### src/rtl/controller_frame_sampler.sv
// controller_frame_sampler
//   Registers controller button bytes from the UART receiver, aligns them to
//   the 60 Hz game frame tick, buffers jump presses for a few frames and
//   zeroes every button when the ESP32 link goes silent.
//
// Parameters
//   TIMEOUT_CYCLES   clk cycles without a byte before the link is lost
//   JUMP_BUF_FRAMES  frames a jump press stays buffered (1..15)
//
// Ports
//   clk            system clock
//   rst            asynchronous, active-high reset
//   rx_data        button byte: [0]jump [1]dash [2]L [3]R [4]U [5]D [6]Y
//                  [7]ESP32 connected
//   rx_valid       one-cycle strobe, rx_data valid
//   frame_tick     one-cycle strobe at the start of each game frame
//   jump_consume   one-cycle strobe, game FSM used the buffered jump
//   held           button levels sampled at the last frame tick
//   pressed        buttons with a rising edge during the last frame
//   jump_buffered  jump press pending, not yet consumed or expired
//   connected      live[7] and link alive
//   link_timeout   no byte for TIMEOUT_CYCLES (or none since reset)

module controller_frame_sampler #(
    parameter int unsigned TIMEOUT_CYCLES  = 10_000_000,
    parameter int unsigned JUMP_BUF_FRAMES = 4
) (
    input  logic       clk,
    input  logic       rst,
    input  logic [7:0] rx_data,
    input  logic       rx_valid,
    input  logic       frame_tick,
    input  logic       jump_consume,
    output logic [6:0] held,
    output logic [6:0] pressed,
    output logic       jump_buffered,
    output logic       connected,
    output logic       link_timeout
);

    localparam int unsigned CW = $clog2(TIMEOUT_CYCLES + 1);

    localparam logic [CW-1:0] WD_MAX  = CW'(TIMEOUT_CYCLES);
    localparam logic [CW-1:0] WD_ONE  = CW'(1);
    localparam logic [3:0]    JRELOAD = 4'(JUMP_BUF_FRAMES);

    // ------------------------------------------------------------------
    // Reset conditioning: assertion is immediate, release is aligned to
    // the clock through a two-flop chain so no register sees a release
    // edge near its clock edge.
    // ------------------------------------------------------------------
    logic [1:0] rst_pipe;
    logic       rst_int;

    always_ff @(posedge clk or posedge rst) begin
        if (rst) begin
            rst_pipe <= 2'b11;
        end else begin
            rst_pipe <= {rst_pipe[0], 1'b0};
        end
    end

    assign rst_int = rst_pipe[1];

    // ------------------------------------------------------------------
    // State
    // ------------------------------------------------------------------
    logic [CW-1:0] wd_cnt;
    logic [7:0]    live;
    logic [7:0]    live_q;
    logic [6:0]    press_acc;
    logic [3:0]    jcnt;

    // ------------------------------------------------------------------
    // Next-state logic
    // ------------------------------------------------------------------
    logic [CW-1:0] wd_next;
    logic          lt_next;
    logic [7:0]    live_next;
    logic [6:0]    edges;
    logic [6:0]    frame_press;
    logic [3:0]    jcnt_next;

    // Watchdog: clears on every byte, otherwise counts up and saturates.
    // The link is lost exactly when the count arrives at the limit, so
    // link_timeout is simply "count is at the limit" one cycle ahead.
    always_comb begin
        wd_next = wd_cnt;
        if (rx_valid) begin
            wd_next = '0;
        end else if (wd_cnt != WD_MAX) begin
            wd_next = wd_cnt + WD_ONE;
        end
    end

    assign lt_next = ~rx_valid & (wd_next == WD_MAX);

    // A byte always wins over the timeout because rx_valid also clears
    // the timeout in the same cycle.
    always_comb begin
        live_next = live;
        if (rx_valid) begin
            live_next = rx_data;
        end else if (lt_next) begin
            live_next = 8'h00;
        end
    end

    // Only rising edges are collected, so the forced fall of live on a
    // timeout never shows up as a press.
    assign edges       = live[6:0] & ~live_q[6:0];
    assign frame_press = press_acc | edges;

    // Jump buffer priority: reload on a fresh press at the tick beats a
    // same-cycle consume; consume beats the per-frame decrement.
    always_comb begin
        jcnt_next = jcnt;
        if (frame_tick && frame_press[0]) begin
            jcnt_next = JRELOAD;
        end else if (jump_consume) begin
            jcnt_next = 4'd0;
        end else if (frame_tick && (jcnt != 4'd0)) begin
            jcnt_next = jcnt - 4'd1;
        end
    end

    // ------------------------------------------------------------------
    // Link tracking
    // ------------------------------------------------------------------
    always_ff @(posedge clk or posedge rst_int) begin
        if (rst_int) begin
            wd_cnt       <= WD_MAX;
            link_timeout <= 1'b1;
            live         <= 8'h00;
            live_q       <= 8'h00;
            connected    <= 1'b0;
        end else begin
            wd_cnt       <= wd_next;
            link_timeout <= lt_next;
            live         <= live_next;
            live_q       <= live;
            connected    <= live_next[7] & ~lt_next;
        end
    end

    // ------------------------------------------------------------------
    // Frame alignment
    // ------------------------------------------------------------------
    // A byte arriving on a tick cycle only lands in live after the tick,
    // so the tick samples the old value and the new byte's edges go to
    // the following frame.
    always_ff @(posedge clk or posedge rst_int) begin
        if (rst_int) begin
            press_acc <= 7'h00;
            held      <= 7'h00;
            pressed   <= 7'h00;
        end else if (frame_tick) begin
            press_acc <= 7'h00;
            held      <= live[6:0];
            pressed   <= frame_press;
        end else begin
            press_acc <= frame_press;
        end
    end

    // ------------------------------------------------------------------
    // Jump buffer
    // ------------------------------------------------------------------
    always_ff @(posedge clk or posedge rst_int) begin
        if (rst_int) begin
            jcnt          <= 4'd0;
            jump_buffered <= 1'b0;
        end else begin
            jcnt          <= jcnt_next;
            jump_buffered <= (jcnt_next != 4'd0);
        end
    end

endmodule
### config.mk
export PLATFORM = sky130hd
export DESIGN_NAME = controller_frame_sampler
export DESIGN_NICKNAME = d
export VERILOG_FILES = /design/src/rtl/controller_frame_sampler.sv
export SDC_FILE = /design/constraint.sdc
export NUM_CORES = 1
export LEC_CHECK = 0
export ABC_AREA = 1
export BUFFER_PORTS_ARGS = -buffer_cell sky130_fd_sc_hd__buf_2
export CELL_PAD_IN_SITES_DETAIL_PLACEMENT = 1
export CELL_PAD_IN_SITES_GLOBAL_PLACEMENT = 1
export CORE_ASPECT_RATIO = 0.8
export CORE_MARGIN = 2
export CORE_UTILIZATION = 46
export CTS_CLUSTER_SIZE = 14
export DETAILED_ROUTE_END_ITERATION = 8
export GPL_ROUTABILITY_DRIVEN = 1
export PLACE_DENSITY_LB_ADDON = 0.25
export SLEW_MARGIN = 40
export SYNTH_ARGS = -nofsm -noshare
export SYNTH_HDL_FRONTEND = slang
export SYNTH_SLANG_ARGS = --single-unit
export TNS_END_PERCENT = 10
### constraint.sdc
create_clock -name clk -period 4.72 [get_ports clk]
set_clock_uncertainty 0.05 [all_clocks]
set_input_delay 0.708 -clock clk [delete_from_list [all_inputs] [get_ports clk]]
set_output_delay 0.708 -clock clk [all_outputs]
set_load 0.03 [all_outputs]
==> results.sh, run 1 <==
export IMPL_synth_seq_cells=69
export IMPL_synth_area_leaders="dfrtp_1 (41%), nand2_1 (15%), nor2_1 (9.1%), dfstp_2 (8.2%), inv_1 (7.2%)"
export IMPL_fin_crit_sh_pct=53.6
export IMPL_cts_hold_buf=0
export IMPL_met1Wirelength_um=4860
export IMPL_chipHeight_um=82.2
export IMPL_drc=0
export IMPL_track_usage_pct=27.5
export IMPL_final_cell_area_sq_mm=0.00402
export IMPL_synth_ff_type="dfrtp_1"
export IMPL_ff2ff_path_depth=14
export IMPL_totalWireLength_um=10700
export IMPL_startpoint_type="register"
export IMPL_synth_cell_types=28
export IMPL_yosysWarningCount=0
export IMPL_end_kind="register"
export IMPL_hpwl_um=7540
export IMPL_worst_pin_slew_ns=0.787
export IMPL_placement_io_buffers=29
export IMPL_syn_inst=478
export IMPL_ctsResizeCount=0
export IMPL_viasPerCell=5.24
export IMPL_start_util_pct=47.6
export IMPL_dr_pass1_iters=4
export IMPL_yosysTopAreaCellShare_pct=41.3
export IMPL_power_leakage_nw=1.98
export IMPL_clk_pin_slew_worst_paths_ns=0.09
export IMPL_diodes=0
export IMPL_drv_slew=0
export IMPL_drv_cap=0
export IMPL_antenna_found_initial=0
export IMPL_synth_edf_count=0
export IMPL_insertion_delay_ns=0.35
export IMPL_cts_tree="yes"
export IMPL_synth_area_per_cell_sq_um=7.36
export IMPL_placed_cells=605
export IMPL_max_freq_ghz=0.395
export IMPL_dr_wl_met2_um=5270
export IMPL_cp_max_fo=8
export IMPL_cts_buffer_depth=2
export IMPL_peakVddDrop_uv=234
export IMPL_min_path_cells=0
export IMPL_highest_layer="met4"
export IMPL_vias=3252
export IMPL_seq_area_frac_synth_pct=49.5
export IMPL_routedWlPerCell_um=17.2
export IMPL_core_area_sq_mm=0.00739
export IMPL_cts_sinks=69
export IMPL_cts_setup_buffers=0
export IMPL_stdcell_count=621
export IMPL_synth_area_sq_mm=0.00352
export IMPL_cts_root_buf="clkbuf_8"
export IMPL_overflow=0
export IMPL_hold_class="register to register"
export IMPL_fp_dieW_um=102
export IMPL_area_growth_pct=14.3
export IMPL_path_class="register to register"
export IMPL_placed_cell_area_sq_mm=0.00377
export IMPL_grt_max_degree=68
export IMPL_r2r_setup_slack_ns=2.19
export IMPL_arrival_ns=2.71
export IMPL_grt_pass1_vias=3406
export IMPL_relSlewSlack_pct=47.5
export IMPL_final_core_util_pct=54.4
export IMPL_crit_required_ns=4.90
export IMPL_nets=527
export IMPL_total_power_mw=1.45
export IMPL_pin_count=30
export IMPL_power_density_mw_per_mm2=361
export IMPL_period_minus_slack_ns=2.53
export IMPL_async_flop_share_pct=100
export IMPL_status="complete, no violations"
export IMPL_synth_largest_area_cell="dfrtp_1"
export IMPL_ant_nets=0
export IMPL_finalHoldViolations=0
export IMPL_tns_ns=0
export IMPL_gp_congestion=0.881
export IMPL_routed_wl_met3_um=371
export IMPL_core_rowCount=28
export IMPL_drive_gt1_share_pct=15.3
export IMPL_rsz0062_at_grt="false"
export IMPL_cts_buffers=9
export IMPL_drt_iter0_markers=192
export IMPL_setup_viol=0
export IMPL_syn_nets=494
export IMPL_dieArea_sq_mm=0.00836
export IMPL_htree_levels=3
export IMPL_grt_first_pass_wirelength_um=17300
## path summary, 6_finish.rpt
| kind | from | to |
|---|---|---|
| setup / recovery | wd_cnt[0]$_DFF_PP0_ | live[2]$_DFFE_PP0P_ |
| hold reg to reg | rst_pipe[0]$_DFF_PP1_ | rst_pipe[1]$_DFF_PP1_ |
| min in group asynchronous | rst | rst_pipe[1]$_DFF_PP1_ |
| hold / removal | rst_pipe[0]$_DFF_PP1_ | rst_pipe[1]$_DFF_PP1_ |
| max in group asynchronous | rst_pipe[1]$_DFF_PP1_ | wd_cnt[1]$_DFF_PP0_ |
| setup reg to reg | wd_cnt[0]$_DFF_PP0_ | live[2]$_DFFE_PP0P_ |
## layout make-up
type	instances	area (sq um)
Sequential cell	69	1740
Fill cell	950	3370
Clock buffer	9	124
Timing Repair Buffer	30	156
Inverter	69	259
Multi-Input combinational cell	332	1490
Tap cell	105	131
Clock inverter	7	123
## through the flow
step	worst slack (ns)	hold WS, ns
2_1_floorplan	2.66	0.295
3_3_place_gp	1.91	0.298
3_5_place_dp	2.08	0.305
4_1_cts	2.24	0.305
5_1_grt	2.00	0.300
6_report	2.19	0.305
## report_power, final
| part | internal (mW) | switching, mW | total, mW | leakage (nW) |
|---|---|---|---|---|
| sequential | 0.638 | 0.0307 | 0.669 | 0.861 |
| combinational | 0.0531 | 0.132 | 0.185 | 0.999 |
| clock | 0.354 | 0.246 | 0.599 | 0.116 |
| total | 1.05 | 0.408 | 1.45 | 1.98 |
## kinds of logic (layout without fill, tap and decap cells)
| group | after synthesis | in the layout | synth area share [%] |
|---|---|---|---|
| AOI/OAI and AO/OA | 32 | 32 | 4.80 |
| adders and majority gates | 3 | 3 | 1.07 |
| buffers and inverters | 77 | 115 | 8.22 |
| DFF | 69 | 69 | 49.5 |
| and+or+nand+nor | 294 | 294 | 35.8 |
| xor gates and xnor gates | 2 | 2 | 0.498 |
| other | 1 | 1 | 0.107 |
## metal layers
| layer | vias to the layer above | track usage [%] |
|---|---|---|
| met3 | 14 | 5.56 |
| li1 | 1538 | - |
| met2 | 74 | 47.1 |
| met5 | - | 0 |
| met1 | 1626 | 35.7 |
| met4 | 0 | 7.16 |
## layout by cell type (no fill, tap or decap), types with 2 or more instances in the layout
cell / netlist / final
nor2_1: 85 / 85
nand3_1: 41 / 41
nand3_2: 4 / 4
nor4_1: 2 / 2
clkbuf_8: 0 / 9
nand2_1: 137 / 137
nor2_4: 2 / 2
inv_1: 67 / 65
bufinv_16: 0 / 3
nand4_1: 6 / 6
ha_1: 3 / 3
o21ai_0: 15 / 15
xor2_1: 2 / 2
clkinvlp_4: 0 / 2
nor3_1: 4 / 4
a21oi_1: 10 / 10
o21ai_1: 4 / 4
dfrtp_1: 58 / 58
nor2_2: 10 / 10
dfstp_2: 11 / 11
buf_2: 0 / 29
inv_2: 1 / 3
## worst max-delay path: stages, from the launching register on
cell	delay, ns
dfrtp_1	0.51
ha_1	0.26
nand3_2	0.14
inv_2	0.17
nand3_1	0.14
nor2_1	0.16
nand2_1	0.07
nand2_1	0.09
nor2_2	0.07
nor2_1	0.13
nand2_1	0.08
nor2_2	0.18
nand2_4	0.13
nand3_1	0.12
nand2_1	0.11
## synth_stat cells (all sizes together) (3+ instances only)
cell and number:
nor2 97, a21oi 11, ha 3, clkbuf 7
inv 68, nand3 45, nor3 4, nand2 139
dfstp 11, o21ai 19, dfrtp 58, nand4 6
## state kept, by name, summed over array words and instances, names as in the netlist
| register | count |
|---|---|
| press_acc | 7 |
| jump_buffered | 1 |
| rst_pipe | 2 |
| wd_cnt | 24 |
| live | 8 |
| connected | 1 |
| held | 7 |
| jcnt | 4 |
| pressed | 7 |
| live_q | 7 |
| link_timeout | 1 |
Power figures use the tool's default switching activity.
==> run 2, diff against run 1 <==
- CORE_UTILIZATION: 46 -> 43
- clock period: 4.72 -> 2.6 ns (I/O delays scaled with it)
==> run 2 against run 1 <==
- combinational power grew 83%
- total power grew 66%
- largest cell class unchanged
- register-to-register slack lost 2.0 ns
==> results.sh, run 2 (synthesis results as in run 1) <==
export IMPL_core_rowCount=29
export IMPL_hpwl_um=7920
export IMPL_diodes=0
export IMPL_status="complete, no violations"
export IMPL_fill_cells=1046
export IMPL_largest_reg_flops=24
export IMPL_grt_first_pass_wirelength_um=17100
export IMPL_cp_max_fo=8
export IMPL_reg2reg_to="live[2]$_DFFE_PP0P_"
export IMPL_setup_worst_path_end="live[2]$_DFFE_PP0P_"
export IMPL_rsz0062_at_grt="false"
export IMPL_cts_root_buf="clkbuf_8"
export IMPL_slowest_delay_ns=0.56
export IMPL_netSwitchingFraction_pct=29.2
export IMPL_hold_class="input pin to async pin"
export IMPL_startpoint_type="register"
export IMPL_grt_use_met2_pct=40.7
export IMPL_pin_count=30
export IMPL_routedWlPerCell_um=16.1
export IMPL_cts_buffer_depth=2
export IMPL_dr_pass1_iters=5
export IMPL_max_freq_ghz=0.422
export IMPL_drt_iter0_markers=169
export IMPL_placement_io_buffers=29
export IMPL_grt_max_degree=26
export IMPL_finalHoldViolations=0
export IMPL_cts_sinks=69
export IMPL_drv_slew=0
export IMPL_cp_cell_sequence="nand2_1 -> nor2_2 -> nand2_1 -> nor2_1 -> nand2_1 -> nand2_1 -> nand2_1 -> o21ai_1 -> nand2_1 -> nor2_2 -> nand2_4 -> nand3_1 -> nand2_1"
export IMPL_start_util_pct=44.2
export IMPL_chipHeight_um=84.9
export IMPL_nets=532
export IMPL_power_leakage_nw=1.98
export IMPL_grt_pass1_vias=3420
export IMPL_grt_use_met1_pct=34.3
export IMPL_r2r_setup_slack_ns=0.23
export IMPL_worst_pin_slew_ns=0.754
export IMPL_top_register="wd_cnt"
export IMPL_arrival_ns=2.55
export IMPL_fp_dieW_um=105
export IMPL_drv_cap=0
export IMPL_end_kind="register"
export IMPL_drive_gt1_share_pct=15.9
export IMPL_fin_crit_sh_pct=91.2
export IMPL_area_growth_pct=13.9
export IMPL_final_cell_mix="nand2_1 (137), nor2_1 (85), inv_1 (66)"
export IMPL_regArea_sq_mm=0.00174
export IMPL_total_power_mw=2.41
export IMPL_crit_start="wd_cnt[9]$_DFF_PP1_"
export IMPL_antenna_found_initial=0
export IMPL_htree_levels=3
export IMPL_track_usage_pct=24.5
export IMPL_clk_pin_slew_worst_paths_ns=0.08
export IMPL_ant_nets=0
export IMPL_tns_ns=0
export IMPL_power_density_mw_per_mm2=601
export IMPL_crit_required_ns=2.77
export IMPL_final_common_cell="nand2_1"
export IMPL_dieArea_sq_mm=0.00892
export IMPL_multi_input_area_sq_mm=0.00149
export IMPL_worstReg2RegStart="wd_cnt[9]$_DFF_PP1_"
export IMPL_p_switching_mw=0.702
export IMPL_cts_tree="yes"
export IMPL_final_setup_worst_slack_ns=0.229
export IMPL_period_minus_slack_ns=2.37
export IMPL_viasPerCell=5.09
export IMPL_peakVddDrop_uv=450
export IMPL_dpl_worst_slack_ns=0.246
export IMPL_insertion_delay_ns=0.33
export IMPL_relSlewSlack_pct=49.7
export IMPL_cts_buffers=9
export IMPL_seq_power_share_pct=50.1
export IMPL_combPwrFrac_pct=14.1
export IMPL_setup_viol=0
export IMPL_whs_ns=0.0154
export IMPL_drc=0
export IMPL_internal_power_mw=1.70
export IMPL_ff2ff_path_depth=13
export IMPL_critPathMostFrequentCell="nand2_1"
export IMPL_grt_use_met3_pct=3.84
export IMPL_reg_largest_list="wd_cnt: 24 flops, live: 8 flops"
export IMPL_core_area_sq_mm=0.00795
export IMPL_overflow=0
export IMPL_grt_busiest_layer="met2"
export IMPL_path_class="register to register"
export IMPL_vias=3201
export IMPL_gp_congestion=0.881
export IMPL_p_clk_share_pct=35.8
export IMPL_crit_path_top_delay_cell="dfstp_2"
export IMPL_totalWireLength_um=10100
run 2: per-stage QoR:
step / utilization [%] / instance area, sq um / instances
global placement: 48.0 / 3810 / 613
global route: 50.4 / 4010 / 629
floorplan: - / 3520 / 478
finish: 50.4 / 4010 / 629
CTS: 50.4 / 4000 / 629
detailed placement: 48.0 / 3810 / 613
run 2: power by group through the flow:
stage          registers [mW]  clock network (mW)  logic [mW]
6_report                 1.21               0.862       0.338
5_1_grt                  1.22               0.926       0.383
4_1_cts                  1.21               0.880       0.347
3_5_place_dp             1.23                   0       0.345
3_3_place_gp             1.22                   0       0.328
2_1_floorplan            1.29                   0       0.161
run 2: final cells by class:
type,instances,area share (%)
inverters,69,6.47
multi-input cells,332,37.1
well taps,108,3.37
flip-flops and latches,69,43.5
repair buffers,35,4.75
clock inverters,6,1.62
clock buffers,10,3.19
run 2: how the worst min path moves through the flow:
stage	start	endpoint	slack [ns]	depth (start not counted)
floorplan	rst	rst_pipe[0]$_DFF_PP1_	0.25	1
finish	rst	rst_pipe[1]$_DFF_PP1_	0.02	2
CTS	rst	rst_pipe[0]$_DFF_PP1_	0.009	2
global placement	rst_pipe[1]$_DFF_PP1_	wd_cnt[18]$_DFF_PP0_	0.23	1
detailed placement	rst_pipe[1]$_DFF_PP1_	held[2]$_DFFE_PP0P_	0.25	1
global route	rst	rst_pipe[0]$_DFF_PP1_	0.01	2
run 2: worst max-delay path, delay by kind of cell (launching register included):
family             cells  cell delay [ns]
AOI/OAI and AO/OA      1             0.14
DFF                    1             0.56
and+or+nand+nor       12             1.51
run 2: timing repair:
item,CTS,global route
hold buffers,0,0
resized for setup,0,1
setup buffers,0,0
setup endpoints to repair,0,8
run 2: routing by layer:
metal	part of all wire [%]	wire, um
met1	47	4780
met2	48	4850
met3	4.4	447
met4	0.52	53
met5	0	0
